===== config.mk =====
export PLATFORM = sky130hd
export DESIGN_NAME = crc_job_sequencer_flat
export DESIGN_NICKNAME = d
export VERILOG_FILES = /design/src/rtl/crc_job_sequencer_if.sv /design/src/rtl/crc_job_sequencer.sv /design/src/flat_wrapper.sv
export SDC_FILE = /design/constraint.sdc
export NUM_CORES = 1
export LEC_CHECK = 0
export CORE_UTILIZATION = 30
export CTS_CLUSTER_DIAMETER = 100
export DETAILED_ROUTE_END_ITERATION = 10
export SLEW_MARGIN = 15
export SYNTH_ARGS = -nofsm -noshare
export SYNTH_HDL_FRONTEND = slang
export SYNTH_HIERARCHICAL = 1
export SYNTH_SLANG_ARGS = --single-unit

===== constraint.sdc =====
create_clock -name clk -period 2.5 [get_ports clk]
set_input_delay 0.5 -clock clk [delete_from_list [all_inputs] [get_ports clk]]
set_output_delay 0.5 -clock clk [all_outputs]
set_load 0.05 [all_outputs]

===== src/rtl/crc_job_sequencer_if.sv =====
// Stream bundle around the CRC job sequencer: input words in, {data, crc} pairs out.
// slave is the sequencer's view; master is the producer/consumer side.
interface crc_job_sequencer_if #(
    parameter int DATA_WIDTH = 32,
    parameter int CRC_WIDTH  = 3
);
    logic                  in_valid;
    logic [DATA_WIDTH-1:0] in_data;
    logic                  in_ready;
    logic                  out_valid;
    logic                  out_ready;
    logic [DATA_WIDTH-1:0] out_data;
    logic [CRC_WIDTH-1:0]  out_crc;

    modport master (
        output in_valid,
        output in_data,
        output out_ready,
        input  in_ready,
        input  out_valid,
        input  out_data,
        input  out_crc
    );

    modport slave (
        input  in_valid,
        input  in_data,
        input  out_ready,
        output in_ready,
        output out_valid,
        output out_data,
        output out_crc
    );
endinterface


===== src/rtl/crc_job_sequencer.sv =====
// Word FIFO feeding the serial CRC engine as load+compute jobs; results leave on a valid/ready port.
// Word-to-result latency DATA_WIDTH+4 cycles; in_ready depends only on FIFO occupancy, not on the FSM.
module crc_job_fifo #(
    parameter int WIDTH = 32,
    parameter int DEPTH = 4
) (
    input  logic             clk,
    input  logic             reset_n,
    input  logic             push,
    input  logic [WIDTH-1:0] push_dat,
    input  logic             pop,
    output logic [WIDTH-1:0] head_dat,
    output logic             full,
    output logic             empty
);
    localparam int PTR_W = $clog2(DEPTH);
    localparam int CNT_W = $clog2(DEPTH) + 1;
    localparam logic [CNT_W-1:0] CNT_FULL = CNT_W'(DEPTH);

    logic [WIDTH-1:0] mem_q [DEPTH];
    logic [WIDTH-1:0] mem_d [DEPTH];
    logic [PTR_W-1:0] wr_ptr_q, wr_ptr_d;
    logic [PTR_W-1:0] rd_ptr_q, rd_ptr_d;
    logic [CNT_W-1:0] count_q, count_d;
    logic             push_ok;
    logic             pop_ok;

    assign full     = (count_q == CNT_FULL);
    assign empty    = (count_q == '0);
    assign push_ok  = push & ~full;
    assign pop_ok   = pop & ~empty;
    assign head_dat = mem_q[rd_ptr_q];

    // Depth is a power of two, so pointer wrap is the natural binary overflow.
    always_comb begin
        mem_d    = mem_q;
        wr_ptr_d = wr_ptr_q;
        rd_ptr_d = rd_ptr_q;
        count_d  = count_q;
        if (push_ok) begin
            mem_d[wr_ptr_q] = push_dat;
            wr_ptr_d        = wr_ptr_q + 1'b1;
        end
        if (pop_ok) begin
            rd_ptr_d = rd_ptr_q + 1'b1;
        end
        case ({push_ok, pop_ok})
            2'b10:   count_d = count_q + 1'b1;
            2'b01:   count_d = count_q - 1'b1;
            default: count_d = count_q;
        endcase
    end

    always_ff @(posedge clk or negedge reset_n) begin
        if (!reset_n) begin
            for (int i = 0; i < DEPTH; i++) begin
                mem_q[i] <= '0;
            end
            wr_ptr_q <= '0;
            rd_ptr_q <= '0;
            count_q  <= '0;
        end else begin
            mem_q    <= mem_d;
            wr_ptr_q <= wr_ptr_d;
            rd_ptr_q <= rd_ptr_d;
            count_q  <= count_d;
        end
    end
endmodule

module crc_job_sequencer #(
    parameter int DATA_WIDTH = 32,
    parameter int CRC_WIDTH  = 3,
    parameter int FIFO_DEPTH = 4
) (
    input  logic                  clk,
    input  logic                  reset_n,
    crc_job_sequencer_if.slave    bus,
    output logic                  busy,
    output logic                  err,
    output logic                  eng_enable,
    output logic                  eng_control,
    output logic [DATA_WIDTH-1:0] eng_data,
    input  logic [DATA_WIDTH-1:0] eng_result,
    input  logic                  eng_done
);
    localparam int CNT_W = $clog2(DATA_WIDTH + 1);
    localparam logic [CNT_W-1:0] CNT_LAST = CNT_W'(DATA_WIDTH);

    typedef enum logic [2:0] {
        S_IDLE,
        S_LOAD,
        S_COMPUTE,
        S_CAPTURE,
        S_OUTPUT
    } state_t;

    state_t                state_q, state_d;
    logic [DATA_WIDTH-1:0] job_q, job_d;
    logic [DATA_WIDTH-1:0] out_data_q, out_data_d;
    logic [CRC_WIDTH-1:0]  out_crc_q, out_crc_d;
    logic [CNT_W-1:0]      cyc_cnt_q, cyc_cnt_d;
    logic                  err_q, err_d;

    logic                  fifo_pop;
    logic                  fifo_full;
    logic                  fifo_empty;
    logic [DATA_WIDTH-1:0] fifo_head;
    logic                  out_valid;
    logic                  unused_result_hi;

    // Only the low CRC_WIDTH bits of the engine result carry the CRC.
    assign unused_result_hi = ^eng_result[DATA_WIDTH-1:CRC_WIDTH];

    crc_job_fifo #(
        .WIDTH (DATA_WIDTH),
        .DEPTH (FIFO_DEPTH)
    ) u_fifo (
        .clk      (clk),
        .reset_n  (reset_n),
        .push     (bus.in_valid),
        .push_dat (bus.in_data),
        .pop      (fifo_pop),
        .head_dat (fifo_head),
        .full     (fifo_full),
        .empty    (fifo_empty)
    );

    always_ff @(posedge clk or negedge reset_n) begin
        if (!reset_n) begin
            state_q <= S_IDLE;
        end else begin
            state_q <= state_d;
        end
    end

    always_comb begin
        state_d = state_q;
        case (state_q)
            S_IDLE:    if (!fifo_empty) state_d = S_LOAD;
            S_LOAD:    state_d = S_COMPUTE;
            // DATA_WIDTH shift cycles plus one more so the engine's done can register.
            S_COMPUTE: if (cyc_cnt_q == CNT_LAST) state_d = S_CAPTURE;
            S_CAPTURE: state_d = S_OUTPUT;
            S_OUTPUT:  if (bus.out_ready) state_d = S_IDLE;
            default:   state_d = S_IDLE;
        endcase
    end

    always_comb begin
        fifo_pop    = 1'b0;
        eng_enable  = 1'b0;
        eng_control = 1'b0;
        eng_data    = '0;
        out_valid   = 1'b0;
        case (state_q)
            S_IDLE:    fifo_pop = ~fifo_empty;
            S_LOAD: begin
                eng_enable = 1'b1;
                eng_data   = job_q;
            end
            S_COMPUTE, S_CAPTURE: begin
                eng_control = 1'b1;
                eng_data    = job_q;
            end
            S_OUTPUT: begin
                out_valid = 1'b1;
                eng_data  = job_q;
            end
            default: ;
        endcase
    end

    always_comb begin
        job_d      = job_q;
        cyc_cnt_d  = cyc_cnt_q;
        out_data_d = out_data_q;
        out_crc_d  = out_crc_q;
        err_d      = err_q;
        case (state_q)
            S_IDLE:    if (fifo_pop) job_d = fifo_head;
            S_LOAD:    cyc_cnt_d = '0;
            S_COMPUTE: cyc_cnt_d = cyc_cnt_q + 1'b1;
            S_CAPTURE: begin
                out_crc_d  = eng_result[CRC_WIDTH-1:0];
                out_data_d = job_q;
                // The engine should have finished by now; flag it permanently if not.
                if (!eng_done) err_d = 1'b1;
            end
            default: ;
        endcase
    end

    always_ff @(posedge clk or negedge reset_n) begin
        if (!reset_n) begin
            job_q      <= '0;
            cyc_cnt_q  <= '0;
            out_data_q <= '0;
            out_crc_q  <= '0;
            err_q      <= 1'b0;
        end else begin
            job_q      <= job_d;
            cyc_cnt_q  <= cyc_cnt_d;
            out_data_q <= out_data_d;
            out_crc_q  <= out_crc_d;
            err_q      <= err_d;
        end
    end

    assign bus.in_ready  = ~fifo_full;
    assign bus.out_valid = out_valid;
    assign bus.out_data  = out_data_q;
    assign bus.out_crc   = out_crc_q;
    assign busy          = (state_q != S_IDLE) | ~fifo_empty;
    assign err           = err_q;
endmodule


===== src/flat_wrapper.sv =====
// flat-port wrapper written by rule: the top's interface ports become plain ports
module crc_job_sequencer_flat 
#(
    parameter int DATA_WIDTH = 32,
    parameter int CRC_WIDTH  = 3,
    parameter int FIFO_DEPTH = 4
)
  (clk, reset_n, busy, err, eng_enable, eng_control, eng_data, eng_result, eng_done, bus_in_valid, bus_in_data, bus_out_ready, bus_in_ready, bus_out_valid, bus_out_data, bus_out_crc);
  crc_job_sequencer_if #(.DATA_WIDTH(DATA_WIDTH), .CRC_WIDTH(CRC_WIDTH)) bus_i ();
  input  logic clk;
  input  logic reset_n;
  output logic busy;
  output logic err;
  output logic eng_enable;
  output logic eng_control;
  output logic [DATA_WIDTH-1:0] eng_data;
  input  logic [DATA_WIDTH-1:0] eng_result;
  input  logic eng_done;
  input wire logic [$bits(bus_i.in_valid)-1:0] bus_in_valid;
  input wire logic [$bits(bus_i.in_data)-1:0] bus_in_data;
  input wire logic [$bits(bus_i.out_ready)-1:0] bus_out_ready;
  output wire logic [$bits(bus_i.in_ready)-1:0] bus_in_ready;
  output wire logic [$bits(bus_i.out_valid)-1:0] bus_out_valid;
  output wire logic [$bits(bus_i.out_data)-1:0] bus_out_data;
  output wire logic [$bits(bus_i.out_crc)-1:0] bus_out_crc;
  assign bus_i.in_valid = bus_in_valid;
  assign bus_i.in_data = bus_in_data;
  assign bus_i.out_ready = bus_out_ready;
  assign bus_in_ready = bus_i.in_ready;
  assign bus_out_valid = bus_i.out_valid;
  assign bus_out_data = bus_i.out_data;
  assign bus_out_crc = bus_i.out_crc;
  crc_job_sequencer #(.DATA_WIDTH(DATA_WIDTH), .CRC_WIDTH(CRC_WIDTH), .FIFO_DEPTH(FIFO_DEPTH)) u_core (.clk(clk), .reset_n(reset_n), .bus(bus_i), .busy(busy), .err(err), .eng_enable(eng_enable), .eng_control(eng_control), .eng_data(eng_data), .eng_result(eng_result), .eng_done(eng_done));
endmodule

After elaboration in Yosys (flattened, before gate mapping)
Index checks and enable logic that the tools add are counted.

Add/sub/neg operators: 5. Order comparisons: 3. Equality and inequality tests: 11. Multiplexer cells: 17. Bitwise logic cells: 8. Reduce and logical (&&, ||, !) cells: 11.

Operators with widths (count): bitwise mux 128 bit (1); 2-to-1 mux 32 bit (4); binary-select mux 32 bit (select 2 bit) (1); demux 32 bit (select 2 bit) (1); case mux 3 bit (5 select lines) (1); case mux 6 bit (2 select lines) (1); 2-to-1 mux 3 bit (3); adder 6 x 1 -> 6 bit (second input constant) (1); equality test 3 x 2 -> 1 bit (second input constant) (2); equality test 3 bit (second input constant) (2); equality test 6 bit (second input constant) (1); >= comparator 3 bit (second input constant) (2); logical NOT 3 bit (2); NOT 2 -> 3 bit (2); case mux 3 bit (2 select lines) (1); adder 2 x 1 -> 2 bit (second input constant) (2); 2-to-1 mux 1 bit (4); inequality test 2 bit (second input constant) (2); AND reduction 2 bit (2); nonzero test 2 bit (2); OR reduction 4 bit (1); adder 3 x 1 -> 3 bit (second input constant) (1); equality test 3 x 1 -> 1 bit (second input constant) (1); less-than comparator 3 x 1 -> 1 bit (second input constant) (1); 11 further kinds (14).

Flip-flop bits (word level): 212. Input port bits: 69. Output and inout bits: 73.

Logic depth before layout (Yosys ltp)
Word-level depth: 6. Gate-level depth with buffers: 10. Gate-level depth less buffers: 9.

Hierarchy
Netlist, hierarchy kept.

Modules (own cells, without submodules): crc_job_fifo (instances 1, cells an instance 348, area each 5963.2 um^2); crc_job_sequencer (instances 1, cells an instance 245, area each 3433.3 um^2).

Least setup slack after synthesis
No wires, ideal clock.

Kind: register -> output. From: reg u_core.state_q[0]. To: out eng_enable. Arrival: 1.909 ns. Required time: 2.000 ns. Slack: 0.091 ns. Cell stages (with the launch flop): 4. Cells stage by stage: dfrtp_1 > buf_6 > clkbuf_1 > nor3b_1.

Word-level cells in the longest chain between the ends: 2.

RTL lines: start: declaration (RTL line crc_job_sequencer.sv:98) `state_t state_q, state_d;`; start signal: assignment (RTL line crc_job_sequencer.sv:133) `state_q <= state_d;`; equality test 3 x 1 -> 1 bit (RTL line crc_job_sequencer.sv:156) `case (state_q)`; 2-to-1 mux 1 bit (RTL line crc_job_sequencer.sv:156); end: declaration (RTL line flat_wrapper.sv:14) `output logic eng_enable;`.

No other way between the ends.

Worst setup path in the final report
From: reg u_core.state_q[2]. To: out eng_data[22].

Word-level cells in the longest chain between the ends: 3.

RTL lines: equality test 3 x 1 -> 1 bit, or another cell as far along (RTL line crc_job_sequencer.sv:156); OR reduction 4 bit (no line) *; 2-to-1 mux 32 bit * (RTL line crc_job_sequencer.sv:156); end: declaration (RTL line flat_wrapper.sv:16) `output logic [DATA_WIDTH-1:0] eng_data;`.

Mark *: on every way between the ends. The rest lies on a longest branch, timed or not.

==> results.md <==
- H-tree Lvls: 1
- Nets: about 800
- Initial antenna violation count: 2
- Detailed placement HPWL: approximately 12 mm
- Max_slew headroom: between 50% and 60%
- RD Place Congestion: 0.726
- Core box area: between 30000 and 40000 um^2
- Clk_lat worst skew: 510 ps
- Antenna-violating nets left: 0
- Ys flop type: dfrtp_1
- Post-synthesis sequential area ratio: 56.5%
- CP delay by family, top: buffers and inverters
- Count of different cell masters after synthesis: 36
- Cell Area, Synth: between 9000 and 10000 um^2
- Crit Path Class: flip-flop to primary output
- Crit path capture type: primary output
- CTS Sinks: about 210
- Total CTS buffers: 25
- Crit path max fanout: 24
- Clk slew on worst S/H paths: 60 ps
- Max clock buf depth: 3
- Final Cycle Share: around 97%
- Total of max-cap violations: 0
- Iter 0 DRT Violations: approximately 160
- Synth async-reset ratio: 100%
- Number of global-route vias before repair: roughly 5700
- CP arrival: around 1900 ps
- Top Ports: approximately 140
- TritonCTS clock tree: yes
- Flops & latches, synth: around 210
- Initial Util: between 30 and 40%
- CP max stage cell: dfrtp_1
- Design Area, Final: about 12000 um^2
- Vias per inst: 4.61
- Synthesized Nets: 670
- Vias post-DR: about 5200
- Final Hold Vio Count: 0
- Worst path cell trace: buf_4, xnor2_4, buf_12, and2_1, buf_12
- Max frequency: 414 MHz
- # rows: 64
- CP Data Required Time: 2000 ps
- Share of cells above drive strength 1: a little under half
- Max incr delay on CP: approximately 410 ps
- Synth Instances: slightly below 600
- Status: finished clean
- DIE AREA: 32000 um^2
- Area grow syn2layout: 30.5%
- Drt drc: 0
- Number of flops mapped to enable cells by yosys: 0
- Syn Area/Cell: 15.8 um^2
- Routed len/inst: between 15 and 20 um
- Grt total ovfl: 0
- Final wirelength: approximately 20 mm
- IO Port Bufs: around 110
- WP buf/inv: 3
- Final Max Slew Viols: 0
- Critical Path Most Common Cell: buf_12
- Overall Global Routing Usage: 12.8%
- Crit start category: flip-flop
- Fin Clk Skew: between 6 and 7 ps
- Setup TNS Final: 0 ps
- ANT cells: 0
- First-pass GRT wire length: 31.8 mm
- Final Setup Violations: 0
- Largest net degree at the start of global routing: 53
- Yosys warnings: 6
- Root Buffer: clkbuf_16
- Crit path time final: 2410 ps
- Die height: approximately 180 um
- Hold Path Class: flip-flop to flip-flop
- Drt pass-1 iters: 4
- Chip width: around 180 um
- Placed Area: around 11000 um^2
- Worst-margin pin slew: between 600 and 700 ps
cell usage after synthesis, types with 2 or more instances:
cell      instances  area share [%]
buf_2            10            0.53
mux2i_1           3            0.32
mux2_2          167              20
a21oi_1           3            0.16
nor2_1           10            0.40
dfrtp_1         212              56
o21ai_0           8            0.43
and2_1           33             2.2
mux2_4           29             4.6
inv_1            10            0.40
buf_6            16             1.9
nand2_1           9            0.36
nand3b_1          3            0.24
mux4_2           32             7.7
xor2_1            3            0.28
xnor2_1           5            0.47
ha_1              7            0.93
nand4_1           2            0.13
nand2b_1          2            0.13
clkbuf_1          9            0.36
a41oi_1           2            0.19
nor3_1            4            0.21
metal layers:
layer | track usage (%) | wire length [um] | vias up
met2 | 20.7 | 9310 | 99
li1 | - | - | 2402
met5 | 0 | 13 | -
met3 | 2.59 | 952 | 28
met1 | 17.5 | 8970 | 2713
met4 | 3.18 | 331 | 2
cell type report:
class	instances	area [um^2]
inverter	10	37.5
sequential	212	5310
clock buffer	36	737
fill	2818	18400
clock inverter	7	85.1
multi-input combinational	336	3850
timing repair buffer	141	1760
tap	396	495
what timing repair did:
item                                   CTS  global route
hold buffers                             1             0
setup endpoints to repair               33            24
endpoints found under the hold margin   46             0
buffers inserted                         0             2
gates resized for setup                  5             1
pin swaps                                0             1
placed cells by master, fill, tap and decap left out, types with 2 or more instances in the layout:
master,instances
buf_4,24
xnor2_1,4
nand2b_1,2
nor2_4,5
mux4_2,32
clkdlybuf4s50_1,74
buf_12,40
ha_1,7
and2_1,31
mux2_4,29
xor2_1,3
nor2_1,5
clkbuf_1,4
clkbuf_16,25
a21oi_1,3
clkinv_2,5
nand4_1,2
dfrtp_1,210
a41oi_1,2
nand3b_1,3
and2_2,2
mux2i_1,3
bufinv_16,2
inv_1,10
dfrtp_2,2
clkbuf_8,7
nor3_1,4
nand2_1,9
o21ai_0,8
mux2_2,167
path summary, 6_finish.rpt:
check | from | end | slack (ps) | depth (start not counted)
max | u_core/state_q[2] | eng_data[22] | 90 | 5
min | u_core/err | u_core/err | 480 | 1
max reg2reg | u_core/state_q[0] | u_core/u_fifo/count_q[2] | 290 | 8
min reg2reg | u_core/err | u_core/err | 480 | 1
max in group asynchronous | reset_n | u_core/u_fifo/mem_q[111] | 1370 | 3
min in group asynchronous | reset_n | u_core/bus.out_crc[2] | 510 | 2
per-stage QoR:
step | util, % | hold slack, ps | std cells | worst slack [ps]
CTS | 39.9 | 480 | 1136 | 1.60
finish | 40.0 | 476 | 1138 | 86.9
detailed placement | 37.2 | 459 | 1092 | 220
floorplan | - | 204 | 593 | 91.2
global placement | 37.2 | 460 | 1092 | 204
global route | 40.0 | 492 | 1138 | -8.15
registers in the layout, indices dropped and copies added (netlist names):
| signal | count |
|---|---|
| u_core/bus.out_crc | 3 |
| u_core/bus.out_data | 32 |
| u_core/cyc_cnt_q | 6 |
| u_core/err | 1 |
| u_core/job_q | 32 |
| u_core/state_q | 3 |
| u_core/u_fifo/count_q | 3 |
| u_core/u_fifo/mem_q | 128 |
| u_core/u_fifo/rd_ptr_q | 2 |
| u_core/u_fifo/wr_ptr_q | 2 |
cell families after synthesis:
logic type	synth area share (%)
mux	32.6
flops	56.5
simple gates	4.53
buf+inv	3.21
compound gates	1.28
xor+xnor	0.746
fa+ha+maj	1.15
Power is left out: the tool's default activity adds up to more than one toggle a clock period on the data nets, which glitch-free logic cannot reach.
